===== src/rtl/uart_tx_buffer.sv =====
// uart_tx_buffer: CPU byte writes are queued in a circular FIFO and drained
// onto the TxD pin as 8N1 frames at CLKS_PER_BIT clocks per bit.
// Optional feature macro: UART_TX_PARITY_EN adds an even parity bit (8E1).
module uart_tx_buffer #(
   parameter int CLKS_PER_BIT = 434,
   parameter int DEPTH_LOG2   = 4
) (
   input  logic                  sys_clk,
   input  logic                  sys_rst,
   input  logic                  wr_en,
   input  logic [7:0]            wr_data,
   input  logic                  clr_ovf,
   output logic                  cpu_ready,
   output logic                  full,
   output logic                  empty,
   output logic [DEPTH_LOG2:0]   count,
   output logic                  overflow,
   output logic                  tx_busy,
   output logic                  tx_done,
   output logic                  txd
);

   localparam int DEPTH = 1 << DEPTH_LOG2;
   localparam int CW    = (CLKS_PER_BIT > 1) ? $clog2(CLKS_PER_BIT) : 1;
   localparam logic [CW-1:0] BAUD_LOAD = CW'(CLKS_PER_BIT - 1);
   // With one clock per bit the stop bit is its own last cycle.
   localparam logic DONE_ON_LOAD = (CLKS_PER_BIT == 1);

   typedef enum logic [2:0] {
      S_IDLE,
      S_START,
      S_DATA,
`ifdef UART_TX_PARITY_EN
      S_PARITY,
`endif
      S_STOP
   } state_t;

   logic [7:0]            mem [DEPTH];
   logic [DEPTH_LOG2-1:0] wr_ptr;
   logic [DEPTH_LOG2-1:0] rd_ptr;
   state_t                state;
   logic [CW-1:0]         baud_cnt;
   logic [2:0]            bit_idx;
   logic [7:0]            shreg;
   logic                  push;
   logic                  pop;
   logic                  bit_end;
`ifdef UART_TX_PARITY_EN
   logic                  parity_bit;
`endif

   // Status flags decode the registered occupancy, so a same-cycle pop cannot
   // make room for a write that arrives while full.
   assign full      = (count == (DEPTH_LOG2 + 1)'(DEPTH));
   assign empty     = (count == '0);
   assign cpu_ready = ~full;
   assign push      = wr_en && !full;
   assign bit_end   = (baud_cnt == '0);
   assign pop       = !empty && ((state == S_IDLE) || (state == S_STOP && bit_end));

   // Byte storage, written on accepted pushes.
   // NOTE: the storage array has no reset; entries are only read after count says they were written.
   always_ff @(posedge sys_clk) begin
      if (push) mem[wr_ptr] <= wr_data;
   end

   // FIFO pointers, occupancy and the sticky overflow flag.
   always_ff @(posedge sys_clk or negedge sys_rst) begin
      if (!sys_rst) begin
         wr_ptr   <= '0;
         rd_ptr   <= '0;
         count    <= '0;
         overflow <= 1'b0;
      end else begin
         if (push) wr_ptr <= wr_ptr + 1'b1;
         if (pop)  rd_ptr <= rd_ptr + 1'b1;
         case ({push, pop})
            2'b10:   count <= count + 1'b1;
            2'b01:   count <= count - 1'b1;
            default: count <= count;
         endcase
         // A dropped write outranks a clear in the same cycle.
         if (wr_en && full)  overflow <= 1'b1;
         else if (clr_ovf)   overflow <= 1'b0;
      end
   end

   // Serializer: walks START, DATA (LSB first), optional PARITY and STOP,
   // chaining straight into the next frame when another byte is queued.
   // NOTE: txd comes straight from a flop so the pin never sees decode glitches.
   always_ff @(posedge sys_clk or negedge sys_rst) begin
      if (!sys_rst) begin
         state      <= S_IDLE;
         baud_cnt   <= '0;
         bit_idx    <= '0;
         shreg      <= '0;
         txd        <= 1'b1;
         tx_busy    <= 1'b0;
         tx_done    <= 1'b0;
`ifdef UART_TX_PARITY_EN
         parity_bit <= 1'b0;
`endif
      end else begin
         tx_done <= 1'b0;
         case (state)
            S_IDLE: begin
               if (!empty) begin
                  state      <= S_START;
                  shreg      <= mem[rd_ptr];
`ifdef UART_TX_PARITY_EN
                  parity_bit <= ^mem[rd_ptr];
`endif
                  baud_cnt   <= BAUD_LOAD;
                  txd        <= 1'b0;
                  tx_busy    <= 1'b1;
               end
            end
            S_START: begin
               if (bit_end) begin
                  state    <= S_DATA;
                  bit_idx  <= '0;
                  txd      <= shreg[0];
                  baud_cnt <= BAUD_LOAD;
               end else begin
                  baud_cnt <= baud_cnt - 1'b1;
               end
            end
            S_DATA: begin
               if (bit_end) begin
                  baud_cnt <= BAUD_LOAD;
                  if (bit_idx == 3'd7) begin
`ifdef UART_TX_PARITY_EN
                     state   <= S_PARITY;
                     txd     <= parity_bit;
`else
                     state   <= S_STOP;
                     txd     <= 1'b1;
                     tx_done <= DONE_ON_LOAD;
`endif
                  end else begin
                     bit_idx <= bit_idx + 1'b1;
                     txd     <= shreg[bit_idx + 3'd1];
                  end
               end else begin
                  baud_cnt <= baud_cnt - 1'b1;
               end
            end
`ifdef UART_TX_PARITY_EN
            S_PARITY: begin
               if (bit_end) begin
                  state    <= S_STOP;
                  txd      <= 1'b1;
                  baud_cnt <= BAUD_LOAD;
                  tx_done  <= DONE_ON_LOAD;
               end else begin
                  baud_cnt <= baud_cnt - 1'b1;
               end
            end
`endif
            S_STOP: begin
               if (bit_end) begin
                  if (!empty) begin
                     state      <= S_START;
                     shreg      <= mem[rd_ptr];
`ifdef UART_TX_PARITY_EN
                     parity_bit <= ^mem[rd_ptr];
`endif
                     baud_cnt   <= BAUD_LOAD;
                     txd        <= 1'b0;
                  end else begin
                     state      <= S_IDLE;
                     txd        <= 1'b1;
                     tx_busy    <= 1'b0;
                  end
               end else begin
                  baud_cnt <= baud_cnt - 1'b1;
                  // Pulse lands on the final stop-bit cycle.
                  tx_done  <= (baud_cnt == CW'(1));
               end
            end
            default: begin
               state   <= S_IDLE;
               txd     <= 1'b1;
               tx_busy <= 1'b0;
            end
         endcase
      end
   end

endmodule


===== config.mk =====
export PLATFORM = sky130hd
export DESIGN_NAME = uart_tx_buffer
export DESIGN_NICKNAME = d
export VERILOG_FILES = /design/src/rtl/uart_tx_buffer.sv
export SDC_FILE = /design/constraint.sdc
export NUM_CORES = 1
export LEC_CHECK = 0
export ABC_CLOCK_PERIOD_IN_PS = 3140
export CAP_MARGIN = 20
export CORE_MARGIN = 2
export CORE_UTILIZATION = 50
export DETAILED_ROUTE_END_ITERATION = 8
export DONT_BUFFER_PORTS = 1
export PLACE_DENSITY = 0.69
export SLEW_MARGIN = 10
export SYNTH_ARGS = -nofsm -noshare
export SYNTH_HDL_FRONTEND = slang
export SYNTH_SLANG_ARGS = --single-unit

===== constraint.sdc =====
create_clock -name sys_clk -period 3.14 [get_ports sys_clk]
set_input_delay 0.628 -clock sys_clk [delete_from_list [all_inputs] [get_ports sys_clk]]
set_output_delay 0.628 -clock sys_clk [all_outputs]
set_load 0.03 [all_outputs]

# After elaboration in Yosys (flattened, before gate mapping)

Memories as Yosys holds them, arrays and structs flattened.
Cells that the tools add are included.

$add $sub $neg: 6
Order comparisons: 1
Eq/ne operators: 15
Multiplexer cells: 38
Bitwise operators: 2
Reduce and logical (&&, ||, !) cells: 21

Operator list:

| cell                                                                          | count |
|---|---|
| 9-bit 2-to-1 mux                                                              | 3 |
| 9-bit case mux with 3 select lines                                            | 1 |
| 3-bit 2-to-1 mux                                                              | 8 |
| 1-bit 2-to-1 mux                                                              | 17 |
| 8-bit 2-to-1 mux                                                              | 2 |
| 8-bit case mux with 2 select lines                                            | 1 |
| 2-bit inequality test (second input constant)                                 | 7 |
| 3-bit case mux with 4 select lines                                            | 1 |
| 4-bit AND reduction                                                           | 3 |
| 5-bit case mux with 2 select lines                                            | 1 |
| 9-bit by 1-bit equality test with 1-bit output (second input constant)        | 1 |
| 9-bit logical NOT                                                             | 1 |
| 9-bit by 1-bit subtractor with 9-bit output (second input constant)           | 1 |
| 4-bit by 1-bit adder with 4-bit output (second input constant)                | 2 |
| 2-bit nonzero test                                                            | 4 |
| 3-bit by 2-bit equality test with 1-bit output (second input constant)        | 2 |
| 3-bit case mux with 2 select lines                                            | 1 |
| 5-bit by 1-bit adder with 5-bit output (second input constant)                | 1 |
| 5-bit equality test (second input constant)                                   | 1 |
| 5-bit logical NOT                                                             | 1 |
| 5-bit AND reduction                                                           | 1 |
| 5-bit by 1-bit subtractor with 5-bit output (second input constant)           | 1 |
| 1-bit logical AND                                                             | 4 |
| 3-bit by 4-bit less-than comparator with 1-bit output (second input constant) | 1 |
| other kinds (15)                                                              | 17 |

Register bits after elaboration: 40
RAM bits: 128
Output and inout port bits: 12
Logic and storage cells: 95
Memories: 1

Memories:

| memory | words | width | read ports | clocked after memory_dff | write ports | line | text |
|---|---|---|---|---|---|---|---|
| mem    | 16    | 8     | 1          | 0                        | 1           | 39   | `logic [7:0] mem [DEPTH];` |

# Longest topological paths before layout

Gate-level depths: netlist of the first run.

Word-level depth: 6
Gate-level depth with buffers: 12
Mapped depth without buffers: 12

# Worst setup path before layout of the first run

Ideal clock, no wire load.

Path kind: flip-flop to flip-flop
Start: register count[3]
End: register count[4]
Library setup time: 137 ps
Data arrival time: 2,945 ps
Setup slack: 59 ps
Stages on the path, launching flop included: 13
Path through: dfrtp_1 -> nor3_1 -> nand3b_1 -> and2_1 -> clkbuf_1 -> inv_1 -> ha_1 -> ha_1 -> a21o_1 -> a21oi_1 -> xor2_1 -> nor2_1 -> xor2_1

Cells in the longest elaborated chain, start to end: 5
Elaborated cells on any way between the ends: 12
Those cells by class: 2 x add/sub; 3 x eq/ne; 1 x mux; 6 x reduce/logical

Ends and longest elaborated chain:

| what                                                                                         | line   | text |
|---|---|---|
| start: declaration                                                                           | 16     | `output logic [DEPTH_LOG2:0] count,` |
| start signal: assignment                                                                     | 79     | `2'b10: count <= count + 1'b1;` |
| start signal: assignment                                                                     | 80     | `2'b01: count <= count - 1'b1;` |
| start signal: assignment                                                                     | 81     | `default: count <= count;` |
| 5-bit equality test / 5-bit logical NOT (equally long branches)                              | 55, 56 |  |
| 1-bit logical NOT, on equally long branches                                                  | n/a    |  |
| 1-bit logical AND, on equally long branches                                                  | 58, 60 |  |
| 2-bit by 1-bit equality test with 1-bit output / 2-bit equality test (equally long branches) | 78     | `case ({push, pop})` |
| 5-bit case mux with 2 select lines / 2-bit nonzero test (equally long branches)              | n/a    |  |

Several ways; a longest one is shown, not always the timed one.
A chain may end at the register's enable or synchronous reset.

# Final worst setup path of the first run

Start: register baud_cnt[0]
End: register count[4]

Cells in the longest elaborated chain, start to end: 6
Elaborated cells on any way between the ends: 8
Those cells by class: 2 x eq/ne; 1 x mux; 5 x reduce/logical

Ends and longest elaborated chain:

| what                                                                                         | line | text |
|---|---|---|
| start: declaration                                                                           | 43   | `logic [CW-1:0] baud_cnt;` |
| start signal: assignment                                                                     | 126  | `baud_cnt <= baud_cnt - 1'b1;` |
| start signal: assignment                                                                     | 146  | `baud_cnt <= baud_cnt - 1'b1;` |
| start signal: assignment                                                                     | 177  | `baud_cnt <= baud_cnt - 1'b1;` |
| 9-bit logical NOT (*)                                                                        | 59   | `assign bit_end = (baud_cnt == '0);` |
| 1-bit logical AND (*)                                                                        | 60   | `assign pop = !empty && ((state == S_IDLE) \|\| (state == S_STOP && bit_end));` |
| 1-bit logical OR (*)                                                                         | 60   |  |
| 1-bit logical AND (*)                                                                        | 60   |  |
| named net pop                                                                                | 47   | `logic pop;` |
| 2-bit by 1-bit equality test with 1-bit output / 2-bit equality test (equally long branches) | 78   |  |
| 5-bit case mux with 2 select lines / 2-bit nonzero test (equally long branches)              | n/a  |  |

The timed path passes the listed nets; every way through them passes the cells marked *.

==> flow_summary.toml, run 1 <==
[synthesis]
synthesis.yosys.warnings = 0
synth-edff-count = 128
post_synth_instance_area_um2 = 7260
synth.avg_cell_area_um2 = 16.8
ys_ff_latch = 167
synth_sequential_area_ratio_pct = 66.4
async_flop_share_pct = 23.4
ys.flop_type = "sky130_fd_sc_hd__edfxtp_1"
syn_inst = 433
number_of_nets_produced_by_synthesis = 466
synthDistinctLibCells = 59

[global_route]
first_global_vias = 3968
track_usage_pct = 19.5
grt_max_degree = 39
grt_pass1_wl_mm = 22.7
grt.overflow.total = 0
grt_antenna_before_repair = 0

[cts]
clock_tree.htree_level_count = 4
clock_sink_count = 167
number_of_buffers_added_by_the_clock_tree_synthesis_step = 17
cts_post_setup_buffers_inserted = 0
post_cts_hold_buffer_count = 1
cts_root_buffer = "sky130_fd_sc_hd__clkbuf_16"
tritoncts_clock_tree = "yes"
clk-insertion-delay-late_ps = 430
clk_pin_slew_worst_paths_ps = 70
cts_buffer_depth = 2
cts-resized-gates = 0

[die]
initial_core_util_pct = 50.6
floorplan.io_pins = 24
row_count = 44
floorplan.die_area_um2 = 15500
dieHeight_um = 125
die_w_um = 125
floorplan.core_area_um2 = 14400

[drt]
detail_route.first_pass.iterations = 5
avg_vias_per_cell = 5.86
drc_errors = 0
routed_wirelength_mm = 14.6
drt-wirelength-per-cell_um = 21.9
vias = 3913
drtIter0Drc = 383
route.antenna.remaining_nets = 0

[final_layout]
area_delta_synth_final_pct = 14.4
layout_commonest_cell = "sky130_fd_sc_hd__edfxtp_1"
num-nets-final = 504
layout_common_cells = "128 x sky130_fd_sc_hd__edfxtp_1, 37 x sky130_fd_sc_hd__dfrtp_1, 34 x sky130_fd_sc_hd__mux4_2"
drive_above_1_share_pct = 26.7
diode_count = 0

[placement]
hpwl_mm = 9.59
port_buffers = 0
gp_congestion = 0.876

[critical_path]
worstReg2RegStart = "baud_cnt[0]"
worst-path-max-fanout = 5
path_class = "reg -> reg"
r2r_slack_ps = 310
worst-r2r-cell-count = 12
worstSetupEndpointType = "register"
setup.worst_path.start_class = "register"
required_ps = 3440
critical_path_arrival_ps = 3130
rr_endpoint = "count[4]"

[power]
vdd_ir_drop_max_uv = 540
p_total_w = 0.00839
power_density_nw_per_um2 = 1010
p_leak_nw = 3.03

[sta]
rsz_0062_raised_after_global_routing = "no"
worst_clock_skew_ps = 11.1
setup_viol_count_final = 0
post-route-period-util_pct = 90.2
slew_violations = 0
layout_min_cycle_time_ps = 2830
setup_tns_ps = 0
final_hold_viol_count = 0
tightest_slew_ps = 598
slew_headroom_pct = 60.0
maxClockFrequency_mhz = 353

[min_path]
holdCritPathClass = "in -> async"

[status]
run_status = "finished, final reports clean"

[run]
timing.max_cap.violations = 0
[cell usage after synthesis (3+ instances only)]
| cell type | count | area (um^2) |
|---|---|---|
| sky130_fd_sc_hd__nand2b_1 | 4 | 25.0 |
| sky130_fd_sc_hd__dfrtp_1 | 38 | 951 |
| sky130_fd_sc_hd__nand2_1 | 30 | 113 |
| sky130_fd_sc_hd__buf_1 | 3 | 11.3 |
| sky130_fd_sc_hd__nor3_1 | 10 | 50.1 |
| sky130_fd_sc_hd__nand3_1 | 3 | 15.0 |
| sky130_fd_sc_hd__a21oi_1 | 10 | 50.1 |
| sky130_fd_sc_hd__mux2i_1 | 16 | 160 |
| sky130_fd_sc_hd__clkbuf_1 | 9 | 33.8 |
| sky130_fd_sc_hd__xor2_1 | 5 | 43.8 |
| sky130_fd_sc_hd__a22oi_1 | 3 | 22.5 |
| sky130_fd_sc_hd__inv_1 | 11 | 41.3 |
| sky130_fd_sc_hd__ha_1 | 20 | 250 |
| sky130_fd_sc_hd__buf_2 | 4 | 20.0 |
| sky130_fd_sc_hd__o21a_1 | 3 | 22.5 |
| sky130_fd_sc_hd__o21ai_0 | 10 | 50.1 |
| sky130_fd_sc_hd__edfxtp_1 | 128 | 3840 |
| sky130_fd_sc_hd__nor2_1 | 21 | 78.8 |
| sky130_fd_sc_hd__o221ai_2 | 8 | 120 |
| sky130_fd_sc_hd__mux4_2 | 34 | 766 |
| sky130_fd_sc_hd__xnor2_1 | 7 | 61.3 |
| sky130_fd_sc_hd__o21ai_1 | 11 | 55.1 |
[cell families (layout without fill, tap and decap cells)]
logic type / count (synthesis) / after routing / share of synthesized area, %
fa+ha+maj: 21 / 21 / 3.72
compound gates: 61 / 61 / 6.75
xor+xnor: 12 / 12 / 1.45
flops: 167 / 167 / 66.4
buf+inv: 28 / 79 / 1.52
simple gates: 90 / 90 / 6.79
mux: 54 / 54 / 13.4
[layout make-up]
cell class                 count  area [um^2]
clock buffer                  17          425
clock inverter                15          166
fill                        1052         6060
inverter                      12         45.0
multi-input combinational    238         2330
sequential                   167         4820
tap                          184          230
timing repair buffer          35          288
[report_power, final]
| part | internal (W) | switching [W] | leakage, nW |
|---|---|---|---|
| Clock | 0.00113 | 0.000934 | 0.290 |
| Sequential | 0.00280 | 0.000393 | 1.64 |
| Combinational | 0.00144 | 0.00169 | 1.11 |
[worst max-delay path, cell delays in order (launching register included)]
cell and delay (ps):
sky130_fd_sc_hd__dfrtp_1 420, sky130_fd_sc_hd__inv_1 110, sky130_fd_sc_hd__ha_1 190, sky130_fd_sc_hd__nor4b_2 280, sky130_fd_sc_hd__nand3_1 140, sky130_fd_sc_hd__a21oi_2 190
sky130_fd_sc_hd__ha_1 320, sky130_fd_sc_hd__ha_1 320, sky130_fd_sc_hd__a21o_1 190, sky130_fd_sc_hd__a21oi_1 160, sky130_fd_sc_hd__xor2_1 160, sky130_fd_sc_hd__nor2_1 60
sky130_fd_sc_hd__xor2_1 150
[through the flow]
| step | area (um^2) | utilization (%) | std cells | hold WS, ps | setup slack (ps) |
|---|---|---|---|---|---|
| finish | 8310 | 57.8 | 668 | 22.9 | 309 |
| global route | 8310 | 57.8 | 668 | 18.1 | 100 |
| CTS | 8310 | 57.8 | 668 | 20.8 | 327 |
| detailed placement | 7700 | 53.6 | 635 | 333 | 352 |
| global placement | 7700 | 53.6 | 635 | 333 | 460 |
| floorplan | 7260 | - | 433 | 332 | 58.6 |
[worst max-delay path by stage]
stage / startpoint / to / slack (ps) / cells past startpoint
6_report: baud_cnt[0] / count[4] / 310 / 12
5_1_grt: baud_cnt[0] / count[4] / 100 / 12
4_1_cts: baud_cnt[0] / count[4] / 330 / 12
3_5_place_dp: baud_cnt[0] / count[4] / 350 / 12
3_3_place_gp: baud_cnt[0] / count[4] / 460 / 12
2_1_floorplan: count[3] / count[4] / 60 / 12
[sequential cells by signal, summed over array words and instances (netlist names)]
name and count:
tx_busy 1, wr_ptr 4, txd 1, shreg 8, rd_ptr 4, count 5
state 2, baud_cnt 9, overflow 1, tx_done 1, bit_idx 3, mem 128
[per-layer routing]
layer / GRT usage, % / routed length [um] / vias to the layer above
met1: 25.8 / 6450 / 2011
li1: - / - / 1775
met3: 4.64 / 657 / 26
met4: 6.87 / 301 / 0
met5: 0 / 0 / -
met2: 32.0 / 7240 / 101
Note: power is estimated with default switching activity, not from simulation.
==> inputs of run 2 (changes only) <==
--- a/config.mk
+++ b/config.mk
@@ -12,6 +12,7 @@
 export DETAILED_ROUTE_END_ITERATION = 8
 export DONT_BUFFER_PORTS = 1
 export PLACE_DENSITY = 0.69
+export REMOVE_ABC_BUFFERS = 1
 export SLEW_MARGIN = 10
 export SYNTH_ARGS = -nofsm -noshare
 export SYNTH_HDL_FRONTEND = slang
==> run 2 against run 1 <==
Against the previous run: cell count is 1.8% lower; die area unchanged; sequential share of layout area increased by 0.43 points; critical path depth unchanged; flip-flop and latch count stayed put; register-to-register slack is essentially flat; power barely moved; combinational power is 2% lower; via count down 2.9%; global-route usage fell by 0.42 points; first-iteration DRC count is 1.3% higher; cell area shrank 0.74%; critical endpoint unchanged; largest power group unchanged.
==> flow_summary.toml, run 2 (same netlist as run 1, synthesis figures left out) <==
[status]
run_status = "finished, final reports clean"

[die]
floorplan.die_area_um2 = 15500
floorplan.io_pins = 24
die_w_um = 125
floorplan.core_area_um2 = 14400
dieHeight_um = 125
row_count = 44
initial_core_util_pct = 50.6

[placement]
hpwl_mm = 8.83
dp_worst_setup_slack_ps = 277
gp_congestion = 0.833
port_buffers = 0
dp.cells = 624

[sta]
slew_headroom_pct = 39.5
rsz_0062_raised_after_global_routing = "no"
slew_violations = 0
maxClockFrequency_mhz = 355
tightest_slew_ps = 904
post-route-period-util_pct = 89.8
layout_min_cycle_time_ps = 2820
setup_viol_count_final = 0
final_hold_viol_count = 0
final.setup.worst_slack_ps = 320
worst_clock_skew_ps = 8.37
setup_tns_ps = 0

[drt]
drtIter0Drc = 388
detail_route.first_pass.iterations = 5
vias = 3799
route.antenna.remaining_nets = 0
avg_vias_per_cell = 5.79
routed_wirelength_mm = 13.8
drt-wirelength-per-cell_um = 21.0
drc_errors = 0

[power]
vdd_ir_drop_max_uv = 535
power_density_nw_per_um2 = 1020
p_total_w = 0.00839
p_leak_nw = 2.98

[critical_path]
required_ps = 3430
r2r_slack_ps = 320
critPathLaunch = "baud_cnt[0]"
critical_path_cell_count = 12
timing.critical_path.buf_inv = 1
stage_delay_of_the_slowest_cell_on_the_critical_path_ps = 420
critical_path_arrival_ps = 3110
setup.worst_path.start_class = "register"
crit_path_cell_trace = "inv_1 > ha_1 > nor4b_2 > nand3_1 > a21oi_2 > ha_2 > ha_1 > a21o_1 > a21oi_1 > xor2_1 > nor2_1 > xor2_1"
worst_setup_path_endpoint = "count[4]"
worst-r2r-cell-count = 12
rr_endpoint = "count[4]"
critPathTopFamily = "adder cells"
worst-path-max-fanout = 5
worstSetupEndpointType = "register"
cell_with_the_biggest_individual_delay_on_the_critical_path = "sky130_fd_sc_hd__dfrtp_1"
worstReg2RegStart = "baud_cnt[0]"
path_class = "reg -> reg"

[cts]
clock_sink_count = 167
clock_tree.htree_level_count = 4
tritoncts_clock_tree = "yes"
clk-insertion-delay-late_ps = 420
clk_pin_slew_worst_paths_ps = 70
number_of_buffers_added_by_the_clock_tree_synthesis_step = 17
cts_buffer_depth = 2
cts_root_buffer = "sky130_fd_sc_hd__clkbuf_16"

[final_layout]
layout_common_cells = "128 x sky130_fd_sc_hd__edfxtp_1, 37 x sky130_fd_sc_hd__dfrtp_1, 34 x sky130_fd_sc_hd__mux4_2"
drive_above_1_share_pct = 24.6
finalNonFillerCells = 656
layout_commonest_cell = "sky130_fd_sc_hd__edfxtp_1"
fin_util_pct = 57.4
area_delta_synth_final_pct = 13.6
num-nets-final = 493
register_with_the_highest_flop_count = "mem"
max_ffs_per_register = 128
diode_count = 0
layout_top_registers = "mem (128), baud_cnt (9), shreg (8)"

[global_route]
grt_pass1_wl_mm = 22.2
grt_antenna_before_repair = 0
grt_max_degree = 39
grt.overflow.total = 0
first_global_vias = 3906
track_usage_pct = 19.1

[run]
timing.max_cap.violations = 0

[min_path]
holdCritPathClass = "in -> async"
## run 2: changes by cell type in the layout (fill, tap and decap cells not counted), sizes merged
cell,change
buf,-11
bufinv,+2
clkinv,-3
## run 2: area by class of cell
class | count | area, um^2
fill | 1085 | 6120
sequential | 167 | 4820
multi-input combinational | 238 | 2340
clock buffer | 17 | 425
tap | 184 | 230
timing repair buffer | 24 | 205
clock inverter | 14 | 185
inverter | 12 | 45.0
## run 2: layer usage
metal  up-vias  track usage, %  wire length (um)
met3        17            4.30               509
met5         -               0                 0
met4         0            6.74               212
li1       1745               -                 -
met1      1945            24.4              5990
met2        92            32.3              7080
## run 2: where the power goes
part	total, W	internal (W)	switching (W)	leakage, nW
Clock	0.00216	0.00127	0.000884	0.297
Combinational	0.00307	0.00141	0.00166	1.05
Sequential	0.00316	0.00280	0.000358	1.64
## run 2: stage by stage
| step | hold WS (ps) | area [um^2] |
|---|---|---|
| after CTS | 29.3 | 8250 |
| after global placement | 334 | 7620 |
| after floorplan | 332 | 7200 |
| after global routing | 24.2 | 8250 |
| after detailed placement | 334 | 7620 |
| final | 45.6 | 8250 |
## run 2: worst min-delay path by stage
stage | end | depth (start not counted) | slack (ps)
after floorplan | baud_cnt[0] | 0 | 330
after global placement | baud_cnt[2] | 0 | 330
after detailed placement | baud_cnt[3] | 0 | 330
after CTS | txd | 0 | 30
after global routing | txd | 0 | 20
final | tx_busy | 1 | 50
## run 2: timing repair
item                                    4_1_cts  5_1_grt
hold buffers                                  1        0
gates resized for setup                       0        1
setup buffers                                 0        0
endpoints found under the setup margin        0        1
endpoints found under the hold margin        38        0
## run 2: worst reg2reg max path, delay by kind of cell, from the launching register on
kind | cells | cell delay [ps]
adder cells (fa/ha/maj) | 3 | 770
AO/OA/AOI/OAI | 3 | 640
AND/OR/NAND/NOR | 3 | 460
flip-flops | 1 | 420
XOR/XNOR | 2 | 280
buffers and inverters | 1 | 110
==> inputs of run 3 (changes only) <==
--- a/config.mk
+++ b/config.mk
@@ -7,7 +7,7 @@
 export LEC_CHECK = 0
 export ABC_CLOCK_PERIOD_IN_PS = 3140
 export CAP_MARGIN = 20
-export CORE_MARGIN = 2
+export CORE_MARGIN = 3
 export CORE_UTILIZATION = 50
 export DETAILED_ROUTE_END_ITERATION = 8
 export DONT_BUFFER_PORTS = 1
==> run 3 against run 2 <==
Against the previous run: fmax grew 1.2%; clock power down 4%; largest power group unchanged; cell count is 0.46% lower; setup slack better by 32 ps; first-iteration DRC count decreased by 27%; critical path type unchanged; flip-flop and latch count stayed put; clock-buffer cell count rose by 2; largest cell class unchanged.
==> flow_summary.toml, run 3 (same netlist as run 1, synthesis figures left out) <==
[status]
run_status = "finished, final reports clean"

[cts]
tritoncts_clock_tree = "yes"
cts_buffer_depth = 2
cts_root_buffer = "sky130_fd_sc_hd__clkbuf_16"
clock_tree.htree_level_count = 4
clk_pin_slew_worst_paths_ps = 70
number_of_buffers_added_by_the_clock_tree_synthesis_step = 17
post_cts_hold_buffer_count = 1
cts-resized-gates = 0
clock_sink_count = 167
cts_post_setup_buffers_inserted = 0
clk-insertion-delay-late_ps = 420

[final_layout]
area_delta_synth_final_pct = 13.2
register_with_the_highest_flop_count = "mem"
num-nets-final = 493
layout_commonest_cell = "sky130_fd_sc_hd__edfxtp_1"
layout_top_registers = "mem (128), baud_cnt (9), shreg (8)"
max_ffs_per_register = 128
finalNonFillerCells = 653
drive_above_1_share_pct = 24.5
diode_count = 0
layout_common_cells = "128 x sky130_fd_sc_hd__edfxtp_1, 37 x sky130_fd_sc_hd__dfrtp_1, 34 x sky130_fd_sc_hd__mux4_2"
n_fill_cell = 1018

[drt]
drc_errors = 0
route.antenna.remaining_nets = 0
drt-wirelength-per-cell_um = 21.4
avg_vias_per_cell = 5.88
detail_route.first_pass.iterations = 4
vias = 3840
routed_wirelength_mm = 14.0
drtIter0Drc = 283

[die]
floorplan.die_area_um2 = 16000
dieHeight_um = 127
floorplan.io_pins = 24
initial_core_util_pct = 51.7
row_count = 43
die_w_um = 127
floorplan.core_area_um2 = 14000

[sta]
worst_clock_skew_ps = 11.4
final.hold.worst_slack_ps = 43.0
setup_tns_ps = 0
setup_viol_count_final = 0
layout_min_cycle_time_ps = 2790
tightest_slew_ps = 930
post-route-period-util_pct = 88.8
slew_headroom_pct = 38.0
maxClockFrequency_mhz = 359
final_hold_viol_count = 0
rsz_0062_raised_after_global_routing = "no"
slew_violations = 0

[critical_path]
timing.critical_path.mode_cell = "sky130_fd_sc_hd__ha_1"
worst-path-max-fanout = 5
timing.critical_path.buf_inv = 1
rr_endpoint = "count[4]"
cell_with_the_biggest_individual_delay_on_the_critical_path = "sky130_fd_sc_hd__dfrtp_1"
critPathLaunch = "baud_cnt[0]"
critPathTopFamily = "adder cells"
worst_setup_path_endpoint = "count[4]"
r2r_slack_ps = 350
setup.worst_path.start_class = "register"
worstReg2RegStart = "baud_cnt[0]"
worstSetupEndpointType = "register"
worst-r2r-cell-count = 12
crit_path_cell_trace = "inv_1 > ha_1 > nor4b_2 > nand3_1 > a21oi_2 > ha_1 > ha_1 > a21o_1 > a21oi_1 > xor2_1 > nor2_1 > xor2_1"
stage_delay_of_the_slowest_cell_on_the_critical_path_ps = 420
required_ps = 3430
path_class = "reg -> reg"
critical_path_cell_count = 12
critical_path_arrival_ps = 3080

[power]
vdd_ir_drop_max_uv = 553
clock_network_power_share_pct = 24.8
switching_power_w = 0.00291
p_leak_nw = 2.97
comb_power_share_pct = 36.3
power_frac_seq_pct = 38.9
p_int_w = 0.00542
power_switching_share_pct = 34.9
power_density_nw_per_um2 = 1010
p_total_w = 0.00833

[placement]
dp.cells = 620
gp_congestion = 0.836
port_buffers = 0
hpwl_mm = 9.23

[global_route]
track_usage_pct = 18.7
first_global_vias = 4043
grt.overflow.total = 0
grt_pass1_wl_mm = 22.6
grt_antenna_before_repair = 0
grt_max_degree = 39

[min_path]
holdCritPathClass = "in -> async"

[run]
timing.max_cap.violations = 0
run 3: cell types whose count changed in the layout (fill, tap and decap cells not counted):
cell	delta
sky130_fd_sc_hd__clkinv_2	+1
sky130_fd_sc_hd__clkinv_1	-2
sky130_fd_sc_hd__clkinv_8	+1
sky130_fd_sc_hd__clkinvlp_4	+1
sky130_fd_sc_hd__ha_2	-1
sky130_fd_sc_hd__bufinv_16	-1
sky130_fd_sc_hd__clkinv_4	+1
sky130_fd_sc_hd__ha_1	+1
sky130_fd_sc_hd__clkbuf_1	+2
sky130_fd_sc_hd__inv_8	-2
run 3: power by group through the flow:
stage	logic [W]	clock network (W)	registers [W]
final	0.00302	0.00207	0.00324
after global routing	0.00332	0.00220	0.00330
after CTS	0.00305	0.00212	0.00324
after detailed placement	0.00301	0	0.00328
after global placement	0.00294	0	0.00326
after floorplan	0.00211	0	0.00334
run 3: routing by layer:
| layer | track usage (%) | share of wire (%) | vias up |
|---|---|---|---|
| met5 | 0 | 0 | - |
| met4 | 5.87 | 1.6 | 0 |
| met3 | 5.43 | 3.5 | 23 |
| met2 | 31.2 | 52 | 82 |
| met1 | 23.9 | 43 | 1983 |
| li1 | - | - | 1752 |
run 3: cell type report:
| cell class | count | area (um^2) | area share [%] |
|---|---|---|---|
| clock inverter | 13 | 163 | 1.98 |
| timing repair buffer | 24 | 205 | 2.49 |
| sequential | 167 | 4820 | 58.6 |
| multi-input combinational | 238 | 2330 | 28.4 |
| tap | 180 | 225 | 2.74 |
| inverter | 12 | 45.0 | 0.548 |
| clock buffer | 19 | 433 | 5.26 |
run 3: worst min-delay path by stage:
stage                       start     endpoint  slack [ps]  cells after the start
after floorplan           sys_rst  baud_cnt[0]         330                      0
after global placement    sys_rst  baud_cnt[2]         330                      0
after detailed placement  sys_rst  baud_cnt[2]         330                      0
after CTS                 sys_rst          txd          30                      0
after global routing      sys_rst          txd          20                      0
final                     sys_rst  baud_cnt[3]          40                      1
run 3: per-stage QoR:
| stage | cell area [um^2] | util [%] | worst slack [ps] |
|---|---|---|---|
| 2_1_floorplan | 7200 | - | 150 |
| 3_3_place_gp | 7610 | 54.2 | 479 |
| 3_5_place_dp | 7610 | 54.2 | 392 |
| 4_1_cts | 8230 | 58.6 | 360 |
| 5_1_grt | 8230 | 58.6 | 63.6 |
| 6_report | 8230 | 58.6 | 352 |
run 3: worst reg2reg max path, delay by kind of cell, from the launching register on:
family	cells	cell delay, ps
AOI/OAI and AO/OA	3	560
xor gates and xnor gates	2	300
and+or+nand+nor	3	460
adders and majority gates	3	810
buffers and inverters	1	110
DFF	1	420
